--- config.mk ---
export PLATFORM = sky130hd
export DESIGN_NAME = rstgen_seq
export DESIGN_NICKNAME = d
export VERILOG_FILES = /design/src/rtl/rstgen_seq.sv
export SDC_FILE = /design/constraint.sdc
export NUM_CORES = 1
export LEC_CHECK = 0
export ABC_AREA = 1
export BUFFER_PORTS_ARGS = -buffer_cell sky130_fd_sc_hd__buf_2
export CORE_MARGIN = 1.5
export CORE_UTILIZATION = 50
export CTS_BUF_LIST = sky130_fd_sc_hd__clkbuf_4
export DETAILED_ROUTE_END_ITERATION = 7
export PLACE_DENSITY_LB_ADDON = 0.25
export SYNTH_ARGS = -nofsm -noshare
export SYNTH_HDL_FRONTEND = slang
export SYNTH_SLANG_ARGS = --single-unit
--- constraint.sdc ---
create_clock -name clk_i -period 3.35 [get_ports clk_i]
set_clock_uncertainty 0.05 [all_clocks]
set_input_delay 0 -clock clk_i [delete_from_list [all_inputs] [get_ports clk_i]]
set_output_delay 0 -clock clk_i [all_outputs]
set_load 0.005 [all_outputs]
--- src/rtl/rstgen_seq.sv ---
// Reset sequencer: holds every channel in reset for a minimum width, then releases
// them one at a time in ascending order; supports software re-reset and test bypass.
module rstgen_seq #(
  parameter int unsigned NumChannels = 4,
  parameter int unsigned MinPulse    = 16,
  parameter int unsigned DelayCycles = 4
) (
  input  logic                   clk_i,
  input  logic                   rst_ni,
  input  logic                   test_mode_i,
  input  logic                   rst_test_mode_ni,
  input  logic                   sw_req_valid_i,
  input  logic [NumChannels-1:0] sw_req_mask_i,
  output logic                   sw_req_ready_o,
  output logic [NumChannels-1:0] rst_no,
  output logic [NumChannels-1:0] init_no,
  output logic                   busy_o,
  output logic                   done_o
);

  if (NumChannels < 1) begin : g_bad_channels
    $fatal(1, "rstgen_seq: NumChannels must be >= 1");
  end
  if (MinPulse < 1) begin : g_bad_pulse
    $fatal(1, "rstgen_seq: MinPulse must be >= 1");
  end
  if (DelayCycles < 1) begin : g_bad_delay
    $fatal(1, "rstgen_seq: DelayCycles must be >= 1");
  end

  localparam int unsigned MaxCnt = (MinPulse > DelayCycles) ? MinPulse : DelayCycles;
  localparam int unsigned CntW   = $clog2(MaxCnt + 1);
  localparam logic [CntW-1:0] PulseLast = CntW'(MinPulse - 1);
  localparam logic [CntW-1:0] DelayLast = CntW'(DelayCycles - 1);

  localparam logic [1:0] S_RESET   = 2'd0;
  localparam logic [1:0] S_HOLD    = 2'd1;
  localparam logic [1:0] S_RELEASE = 2'd2;
  localparam logic [1:0] S_RUN     = 2'd3;

  logic                   irst_n;
  logic [1:0]             state_q, state_d;
  logic [CntW-1:0]        cnt_q, cnt_d;
  logic [NumChannels-1:0] rst_q, rst_d;
  logic [NumChannels-1:0] act_q, act_d;
  logic                   done_q, done_d;
  logic                   busy_q, busy_d;
  logic                   ready_q, ready_d;
  logic [NumChannels-1:0] pend, low;
  logic                   last, accept;

  assign irst_n = test_mode_i ? rst_test_mode_ni : rst_ni;

  // State register; internal reset aborts any sequence in progress
  always_ff @(posedge clk_i) begin
    if (!irst_n) begin
      state_q <= S_RESET;
      cnt_q   <= '0;
      rst_q   <= '0;
      act_q   <= '1;
      done_q  <= 1'b0;
      busy_q  <= 1'b1;
      ready_q <= 1'b0;
    end else begin
      state_q <= state_d;
      cnt_q   <= cnt_d;
      rst_q   <= rst_d;
      act_q   <= act_d;
      done_q  <= done_d;
      busy_q  <= busy_d;
      ready_q <= ready_d;
    end
  end

  // Channels still held low within the active set; the lowest one goes next
  assign pend   = act_q & ~rst_q;
  assign low    = pend & (~pend + NumChannels'(1));
  assign last   = ((pend & ~low) == '0);
  assign accept = sw_req_valid_i & sw_req_ready_o;

  always_comb begin
    state_d = state_q;
    cnt_d   = cnt_q;
    rst_d   = rst_q;
    act_d   = act_q;
    done_d  = 1'b0;
    case (state_q)
      S_RESET: begin
        state_d = S_HOLD;
        cnt_d   = '0;
      end
      S_HOLD, S_RELEASE: begin
        if (cnt_q == ((state_q == S_HOLD) ? PulseLast : DelayLast)) begin
          rst_d = rst_q | low;
          cnt_d = '0;
          if (last) begin
            state_d = S_RUN;
            done_d  = 1'b1;
          end else begin
            state_d = S_RELEASE;
          end
        end else begin
          cnt_d = cnt_q + CntW'(1);
        end
      end
      default: begin
        if (accept) begin
          if (sw_req_mask_i != '0) begin
            act_d   = sw_req_mask_i;
            rst_d   = rst_q & ~sw_req_mask_i;
            cnt_d   = '0;
            state_d = S_HOLD;
          end else begin
            done_d = 1'b1;
          end
        end
      end
    endcase
    busy_d  = (state_d != S_RUN);
    ready_d = (state_d == S_RUN);
  end

  // Test mode bypasses the sequencer outputs; the sequencer itself keeps running
  assign rst_no         = test_mode_i ? {NumChannels{rst_test_mode_ni}} : rst_q;
  assign init_no        = test_mode_i ? '1 : rst_q;
  assign sw_req_ready_o = ready_q & ~test_mode_i;
  assign busy_o         = busy_q;
  assign done_o         = done_q;

endmodule

Word level (Yosys, flattened, before mapping)
Index checks and enable logic that the tools add are counted.

operators by class
  $add $sub $neg = 2
  equality and inequality tests = 6
  multiplexer cells = 22
  bitwise gates (word level) = 14
  reduce and logical (&&, ||, !) cells = 12

operator list
  operator                                                        count
  4-bit two-way mux                                               6
  4-bit bitwise AND                                               4
  4-bit inverter                                                  4
  5-bit two-way mux                                               3
  5-bit case mux with 2 select lines                              1
  4-bit case mux with 2 select lines                              1
  1-bit two-way mux                                               6
  2-bit two-way mux                                               3
  3-bit nonzero test                                              2
  5-bit by 1-bit adder with 5-bit output (second input constant)  1
  5-bit by 4-bit == test with 1-bit output                        1
  4-bit by 1-bit adder with 4-bit output (second input constant)  1
  2-bit == test (second input constant)                           2
  4-bit zero test                                                 1
  2-bit != test (second input constant)                           2
  4-bit OR                                                        1
  2-bit case mux with 2 select lines                              1
  4-bit AND reduction                                             1
  2-bit nonzero test                                              2
  4-bit nonzero test                                              1
  1-bit inverter                                                  3
  3-bit AND reduction                                             1
  3-bit OR reduction                                              1
  1-bit bitwise AND                                               2
  other kinds (5)                                                 5

storage, ports and cells
  bits in registers = 18
  input bits = 9
  output and inout port bits = 11
  logic and storage cells = 63

Longest topological paths before layout
Gate-level depths: netlist (run 1).

  depth in word-level cells = 12
  mapped depth = 10
  depth with buffers taken out = 10

Least setup slack after synthesis (run 1)
Ideal clock, no wire load.

  kind = flip-flop to flip-flop
  from = reg state_q[0]
  to = reg busy_q, in the netlist busy_o
  setup time = 121 ps
  arrival = 1308 ps
  required time = 3179 ps
  slack = 1871 ps
  stages on the path, launching flop included = 9
  path buffers = 1
  clock period less this slack = 1479 ps
  cells stage by stage = dfxtp_1 > inv_1 > ha_1 > clkbuf_8 > nand2_1 > nor2_4 > nand3_1 > nand3_1 > nand2_2

between the ends
  cells in the longest elaborated chain, start to end = 6
  elaborated cells between the ends (all ways) = 11
  those cells by class = eq/ne (4); mux (5); reduce/logical (2)

RTL lines
  element                                   line    text
  from (decl)                               42      logic [1:0] state_q, state_d;
  from (signal assigned)                    65      state_q <= state_d;
  2-bit by 1-bit == test with 1-bit output  87, 93
  4-bit two-way mux                         93      if (cnt_q == ((state_q == S_HOLD) ? PulseLast : DelayLast)) begin
  5-bit by 4-bit == test with 1-bit output  93
  2-bit two-way mux                         93
  2-bit case mux with 2 select lines *      87      case (state_q)
  2-bit != test *                           119     busy_d = (state_d != S_RUN);
  to (signal assigned)                      70      busy_q <= busy_d;
  to (decl)                                 47      logic busy_q, busy_d;

Every way passes the cells marked *; elsewhere a longest branch is shown, timed or not.
A chain may end at the register's enable or synchronous reset.

Worst setup path after layout (run 1)
  from = reg state_q[0]
  to = reg rst_q[1]

between the ends
  cells in the longest elaborated chain, start to end = 5
  elaborated cells between the ends (all ways) = 12
  those cells by class = eq/ne (4); mux (2); bitwise (1); reduce/logical (5)

RTL lines
  element                                   line    text
  2-bit by 1-bit == test with 1-bit output  87, 93
  4-bit two-way mux                         93
  5-bit by 4-bit == test with 1-bit output  93
  2-bit != test (no line)                   --
  4-bit AND reduction (no line)             --
  to (signal assigned)                      67      rst_q <= rst_d;
  to (decl)                                 44      logic [NumChannels-1:0] rst_q, rst_d;

Parallel ways exist; a longest one is shown, timed or not.

==> results by group, run 1 <==
STA
  – Worst-Margin Slew: between 300 and 400 ps
  – Final setup fails: 0
  – FMAX: approximately 540 MHz
  – Tcrit/Tclk final: between 50% and 60%
  – Fin. max-slew vios: 0
  – Min Tclk post-route: approximately 1900 ps
  – Fin Setup TNS: 0 ps
  – Final Hold Viols: 0
  – RSZ-0062 raised after global routing: no
  – Slew HR: roughly three quarters

Min path
  – Hold Path Class: input port to flip-flop

Floorplan
  – Chip Width: ~51 µm
  – Starting Density: about 52%
  – Core area: 0.00217 mm²
  – Boundary Pins: 20
  – Die Ht: 50.5 µm
  – Site Rows: 17
  – Die ar.: roughly 0.0026 mm²

Setup path
  – Required time of the worst setup path: approximately 3500 ps
  – Crit-path slowest cell: ha_1
  – Crit path max fanout: 11
  – CP Cell Sequence: inv_1 > ha_1 > inv_1 > nand2_2 > nand3_1 > nand2_1 > a21oi_2
  – Critical path class: flip-flop to flip-flop
  – Crit path arrival time: 1990 ps
  – Crit start category: flip-flop
  – Reg2reg setup slack: roughly 1500 ps
  – Most frequent CP cell: inv_1
  – Crit-path leading delay family: adder cells
  – Crit path capture type: flip-flop
  – Buf+Inv Stages, Crit Path: 2
  – Worst path max stage delay: 530 ps

GRT
  – Initial antenna violation count: 0
  – Vias in the first global route: ~990
  – GRT overflow: 0
  – First-pass GRT wire length: just over 4 mm
  – GRT Util Overall: a little over a fifth
  – Largest net degree at the start of global routing: 14

Route
  – Drt pass-1 iters: 4
  – Total wire length: about 2.4 mm
  – Vias per inst: roughly 5.1
  – Antenna-violating nets left: 0
  – # DRC: 0
  – Via count: approximately 1.1k
  – Initial DRC count: 22
  – Routed len/inst: 11.6 µm

CTS
  – Setup Fix Bufs, Post-CTS: 0
  – Clock Sinks: 18
  – CTS tree: done
  – Total CTS buffers: 3
  – Worst-skew pair later-pin latency: 290 ps
  – Cts hold-fix bufs: 4
  – Clock root cell: clkbuf_4
  – Post_cts resized: 0
  – Clock Tree Buf Depth: 2
  – Clock transition at path regs: roughly 100 ps
  – H-tree lvl count: 1

Layout
  – Layout Cells excl Fill: roughly 210
  – Post-Layout Inst Area: ~0.0013 mm²
  – Area growth syn-to-layout: 15.0%
  – Nets: 194
  – # fillers: roughly 210
  – Layout cells sized above 1: 26.7%
  – Antenna diode count: 0
  – Most common cell after layout, fill and taps aside: nand2_1
  – Commonest cells after routing, fill and taps aside: nand2_1 (33), inv_1 (22), buf_2 (19)

Synth
  – Post-synth top area share: approximately a third
  – Post-synthesis sequential area ratio: about a third
  – Synth Instances: roughly 160
  – Synth Net Count: ~170
  – Netlist cell types: 26
  – Post-synthesis cell area: ~0.0011 mm²
  – Seq cells post-synth: 18
  – Synth warnings: 0
  – Avg Inst Size Synth: 7.28 µm²
  – Area leader, netlist: dfxtp_1
  – Synth top area cells: dfxtp_1 (32%), nand2_1 (11%), inv_1 (7.3%)

Pwr
  – Max rail drop VDD: around 160 µV
  – PD cells: ~310 mW/mm²
  – Leakage: ~0.59 nW

Run status
  – Status: completed

Placed design
  – Port bufs: 19
  – Placed cells: 200
  – Post-DP HPWL: 1.85 mm
  – Final GP Congestion: roughly 0.90
  – Placed Area: 0.00123 mm²

Flow run
  – Total of max-cap violations: 0
[synthesized netlist by cell type, drive strengths merged]
| cell | count |
|---|---|
| ha | 4 |
| o21ai | 15 |
| o211ai | 1 |
| nand3 | 12 |
| nand4 | 4 |
| o31ai | 1 |
| nor2 | 9 |
| o21bai | 2 |
| inv | 28 |
| xor2 | 1 |
| dfxtp | 18 |
| clkbuf | 2 |
| xnor2 | 1 |
| nand2 | 40 |
| a21oi | 17 |
[routing by layer]
layer / vias up / track usage [%] / wire length, µm
met5: - / 0 / 0
met4: 0 / 11.3 / 53
li1: 551 / - / -
met1: 472 / 26.5 / 1070
met3: 6 / 2.98 / 105
met2: 31 / 35.1 / 1190
[kinds of logic after synthesis]
kind of cell	after synthesis	share of synthesized area [%]
flip-flops	18	31.9
XOR/XNOR	2	1.55
AO/OA/AOI/OAI	36	19.8
buffers and inverters	30	11.8
adder cells (fa/ha/maj)	4	4.43
AND/OR/NAND/NOR	65	30.5
[path summary, 6_finish.rpt]
check	start	cells after the start	to
max	state_q[0]$_SDFF_PN0_	7	rst_q[1]$_SDFFE_PN0P_
min	rst_ni	5	state_q[0]$_SDFF_PN0_
max reg2reg	state_q[0]$_SDFF_PN0_	7	rst_q[1]$_SDFFE_PN0P_
min reg2reg	act_q[3]$_SDFFE_PN1P_	2	act_q[3]$_SDFFE_PN1P_
[flip-flops by register name (all words and copies together) (netlist names)]
register and flops:
ready_q 1, state_q 2, act_q 4, done_o 1, cnt_q 5, rst_q 4
busy_o 1
[metrics by stage]
stage / setup slack (ps) / power [mW] / util [%] / hold WS (ps)
after floorplan: 1870 / 0.279 / - / 33.3
after global placement: 1630 / 0.294 / 56.7 / 192
after detailed placement: 1550 / 0.295 / 56.7 / 197
after CTS: 1530 / 0.409 / 59.8 / 28.7
after global routing: 1350 / 0.428 / 59.8 / 61.9
final: 1500 / 0.406 / 59.8 / 32.4
[layout make-up]
class / instances / area, µm² / area share (%)
Tap cell: 28 / 35.0 / 2.70
Timing Repair Buffer: 23 / 135 / 10.4
Multi-Input combinational cell: 107 / 636 / 49.0
Clock buffer: 3 / 22.5 / 1.74
Inverter: 28 / 105 / 8.10
Clock inverter: 1 / 3.75 / 0.289
Sequential cell: 18 / 360 / 27.8
[power by group]
group | leakage (nW) | switching [mW] | internal (mW)
sequential | 0.146 | 0.00344 | 0.217
combinational | 0.428 | 0.0460 | 0.0272
clock | 0.0154 | 0.0682 | 0.0434
[tightest hold or removal path, cell delays in order]
cell,delay (ps)
buf_2,90
inv_1,50
o21ai_2,90
nand2_1,80
inv_1,30
Power figures use the tool's default switching activity.
==> run 2: changes to the inputs <==
==> constraint.sdc (replaced) <==
create_clock -name clk_i -period 1.49 [get_ports clk_i]
set_clock_uncertainty 0.05 [all_clocks]
set_input_delay 0 -clock clk_i [delete_from_list [all_inputs] [get_ports clk_i]]
set_output_delay 0 -clock clk_i [all_outputs]
set_load 0.005 [all_outputs]
==> run 2 against run 1 <==
Fmax grew 26%. Total power grew 140%. Via count grew 5.4%. Largest power group unchanged. Worst hold slack is essentially flat. Clock-buffer cell count is the same. Global-route usage grew 0.089 points. First-iteration DRC count shrank 14%. Final area grew 11%. Register-to-register slack lost 1500 ps. Clock power grew 120%.
==> results by group, run 2 (synthesized netlist as in run 1, its figures left out) <==
Run status
  – Status: completed

Setup path
  – FF-to-FF path depth: 10 (+3)
  – Worst path max stage delay: 360 ps (-170 ps)
  – Crit start category: flip-flop
  – R2r startpoint: state_q[0]$_SDFF_PN0_
  – Critical path class: flip-flop to flip-flop
  – Crit path capture type: flip-flop
  – Reg-to-reg endpoint: ready_q$_SDFF_PN0_
  – Crit path max fanout: 6 (-5)
  – Crit-path slowest cell: dfxtp_2
  – CP Cell Sequence: buf_4 > ha_4 > inv_2 > nor2_4 > nand2_4 > inv_2 > nor2_1 > nand3_2 > nand2_2 > inv_2
  – Crit path arrival time: 1630 ps (-360 ps)
  – Reg2reg setup slack: 30 ps (-1470 ps)
  – Most frequent CP cell: inv_2
  – Required time of the worst setup path: 1650 ps (-1840 ps)

CTS
  – Worst-skew pair later-pin latency: 300 ps (about the same)
  – CTS tree: done
  – Clock Sinks: 18 (unchanged)
  – H-tree lvl count: 1 (unchanged)
  – Clock root cell: clkbuf_4
  – Clock Tree Buf Depth: 2 (unchanged)
  – Clock transition at path regs: 100 ps (about the same)
  – Total CTS buffers: 3 (unchanged)

STA
  – RSZ-0062 raised after global routing: yes
  – Final Hold Viols: 0 (unchanged)
  – Tcrit/Tclk final: 98.3% (+43 points)
  – Final Worst Setup Slack: 25.3 ps (-1470 ps)
  – Min Tclk post-route: 1460 ps (-386 ps)
  – Worst-Margin Slew: 279 ps (-118 ps)
  – FMAX: 683 MHz (+26%)
  – Slew HR: 81.3% (+7.8 points)
  – Final setup fails: 0 (unchanged)
  – Fin. max-slew vios: 0 (unchanged)

Route
  – Routed len/inst: 12.1 µm (+4.1%)
  – Antenna-violating nets left: 0 (unchanged)
  – Initial DRC count: 19 (-14%)
  – Total wire length: 2.64 mm (+9.2%)
  – Vias per inst: 5.12 (+0.54%)
  – Drt pass-1 iters: 4 (unchanged)
  – # DRC: 0 (unchanged)
  – Via count: 1117 (+5.4%)

Pwr
  – Leakage: 0.644 nW (+9.2%)
  – PD cells: 666 mW/mm² (+110%)
  – Max rail drop VDD: 397 µV (+140%)

Flow run
  – Total of max-cap violations: 0 (unchanged)

Placed design
  – DP Worst Slack: -39.3 ps (-1590 ps)
  – Placed cells: 209 (+4.5%)
  – Final GP Congestion: 0.858 (-4.7%)
  – Port bufs: 19 (unchanged)
  – Post-DP HPWL: 1.98 mm (+6.6%)

Layout
  – Layout cells sized above 1: 38.4% (+12 points)
  – Area growth syn-to-layout: 27.6%
  – Max reg flops: 5 (unchanged)
  – Top reg by flops: cnt_q
  – Commonest cells after routing, fill and taps aside: nand2_1 (33), inv_1 (19), buf_2 (19)
  – Biggest regs: cnt_q: 5 flops, act_q: 4 flops, rst_q: 4 flops
  – Util after Layout: 66.4% (+6.6 points)
  – Nets: 204 (+5.2%)
  – Antenna diode count: 0 (unchanged)
  – Most common cell after layout, fill and taps aside: nand2_1
  – Layout Cells excl Fill: 218 (+4.8%)

GRT
  – First-pass GRT wire length: 4.13 mm (-0.17%)
  – GRT overflow: 0 (unchanged)
  – Vias in the first global route: 1054 (+6.9%)
  – GRT Util Overall: 21.3% (+0.089 points)
  – Largest net degree at the start of global routing: 14 (unchanged)
  – Initial antenna violation count: 0 (unchanged)

Floorplan
  – Chip Width: 50.5 µm (unchanged)
  – Boundary Pins: 20 (unchanged)
  – Die Ht: 50.5 µm (unchanged)
  – Die ar.: 0.00255 mm² (unchanged)
  – Starting Density: 52.0% (unchanged)
  – Site Rows: 17 (unchanged)
  – Core area: 0.00217 mm² (unchanged)

Min path
  – Worst Hold Depth: 5 (unchanged)
  – HP Start: rst_ni
  – Worst min-delay path endpoint: state_q[0]$_SDFF_PN0_
  – Hold Path Class: input port to flip-flop
## run 2: cell types whose count changed in the layout (fill, tap and decap cells not counted), sizes merged
cell and delta:
buf +10
## run 2: timing repair
item                                    4_1_cts  5_1_grt
pin swaps                                     0        6
hold buffers                                  4        0
resized for setup                             3       15
buffers inserted                              0        1
endpoints found under the setup margin        7       13
endpoints found under the hold margin         6        0
## run 2: critical path: cells and delay by family (launching register included)
family | cells | cell delay [ps]
simple gates | 5 | 490
flops | 1 | 360
buf+inv | 4 | 310
fa+ha+maj | 1 | 170
## run 2: worst max path at each step
stage | from | to | slack [ps]
global route | state_q[0]$_SDFF_PN0_ | ready_q$_SDFF_PN0_ | -90
floorplan | state_q[0]$_SDFF_PN0_ | busy_o$_SDFF_PN1_ | 10
detailed placement | state_q[0]$_SDFF_PN0_ | ready_q$_SDFF_PN0_ | -40
CTS | state_q[0]$_SDFF_PN0_ | ready_q$_SDFF_PN0_ | 3
global placement | state_q[0]$_SDFF_PN0_ | busy_o$_SDFF_PN1_ | -10
finish | state_q[0]$_SDFF_PN0_ | ready_q$_SDFF_PN0_ | 30
## run 2: through the flow
stage | instance area (µm²) | hold WS (ps) | total power, mW | setup TNS [ps]
finish | 1440 | 32.4 | 0.959 | 0
global placement | 1300 | 212 | 0.678 | -12.2
global route | 1440 | 45.9 | 1.01 | -276
detailed placement | 1300 | 213 | 0.684 | -159
floorplan | 1130 | 33.3 | 0.626 | 0
CTS | 1370 | 26.0 | 0.934 | 0
## run 2: final cells by class
cell class / count / area [µm²]
Fill cell: 197 / 729
Multi-Input combinational cell: 107 / 698
Sequential cell: 18 / 365
Timing Repair Buffer: 33 / 210
Inverter: 28 / 105
Tap cell: 28 / 35.0
Clock buffer: 3 / 22.5
Clock inverter: 1 / 3.75
## run 2: layer usage
| layer | global-route usage [%] | up-vias | part of all wire [%] |
|---|---|---|---|
| li1 | - | 570 | - |
| met4 | 11.7 | 0 | 2.1 |
| met1 | 24.3 | 513 | 44 |
| met5 | 0 | - | 0 |
| met3 | 2.98 | 7 | 2.7 |
| met2 | 37.7 | 27 | 51 |
## run 2: power by group
group	internal [mW]	switching [mW]	total, mW
clock network	0.0976	0.153	0.250
registers	0.490	0.00750	0.498
logic	0.0883	0.122	0.211
total	0.676	0.282	0.959
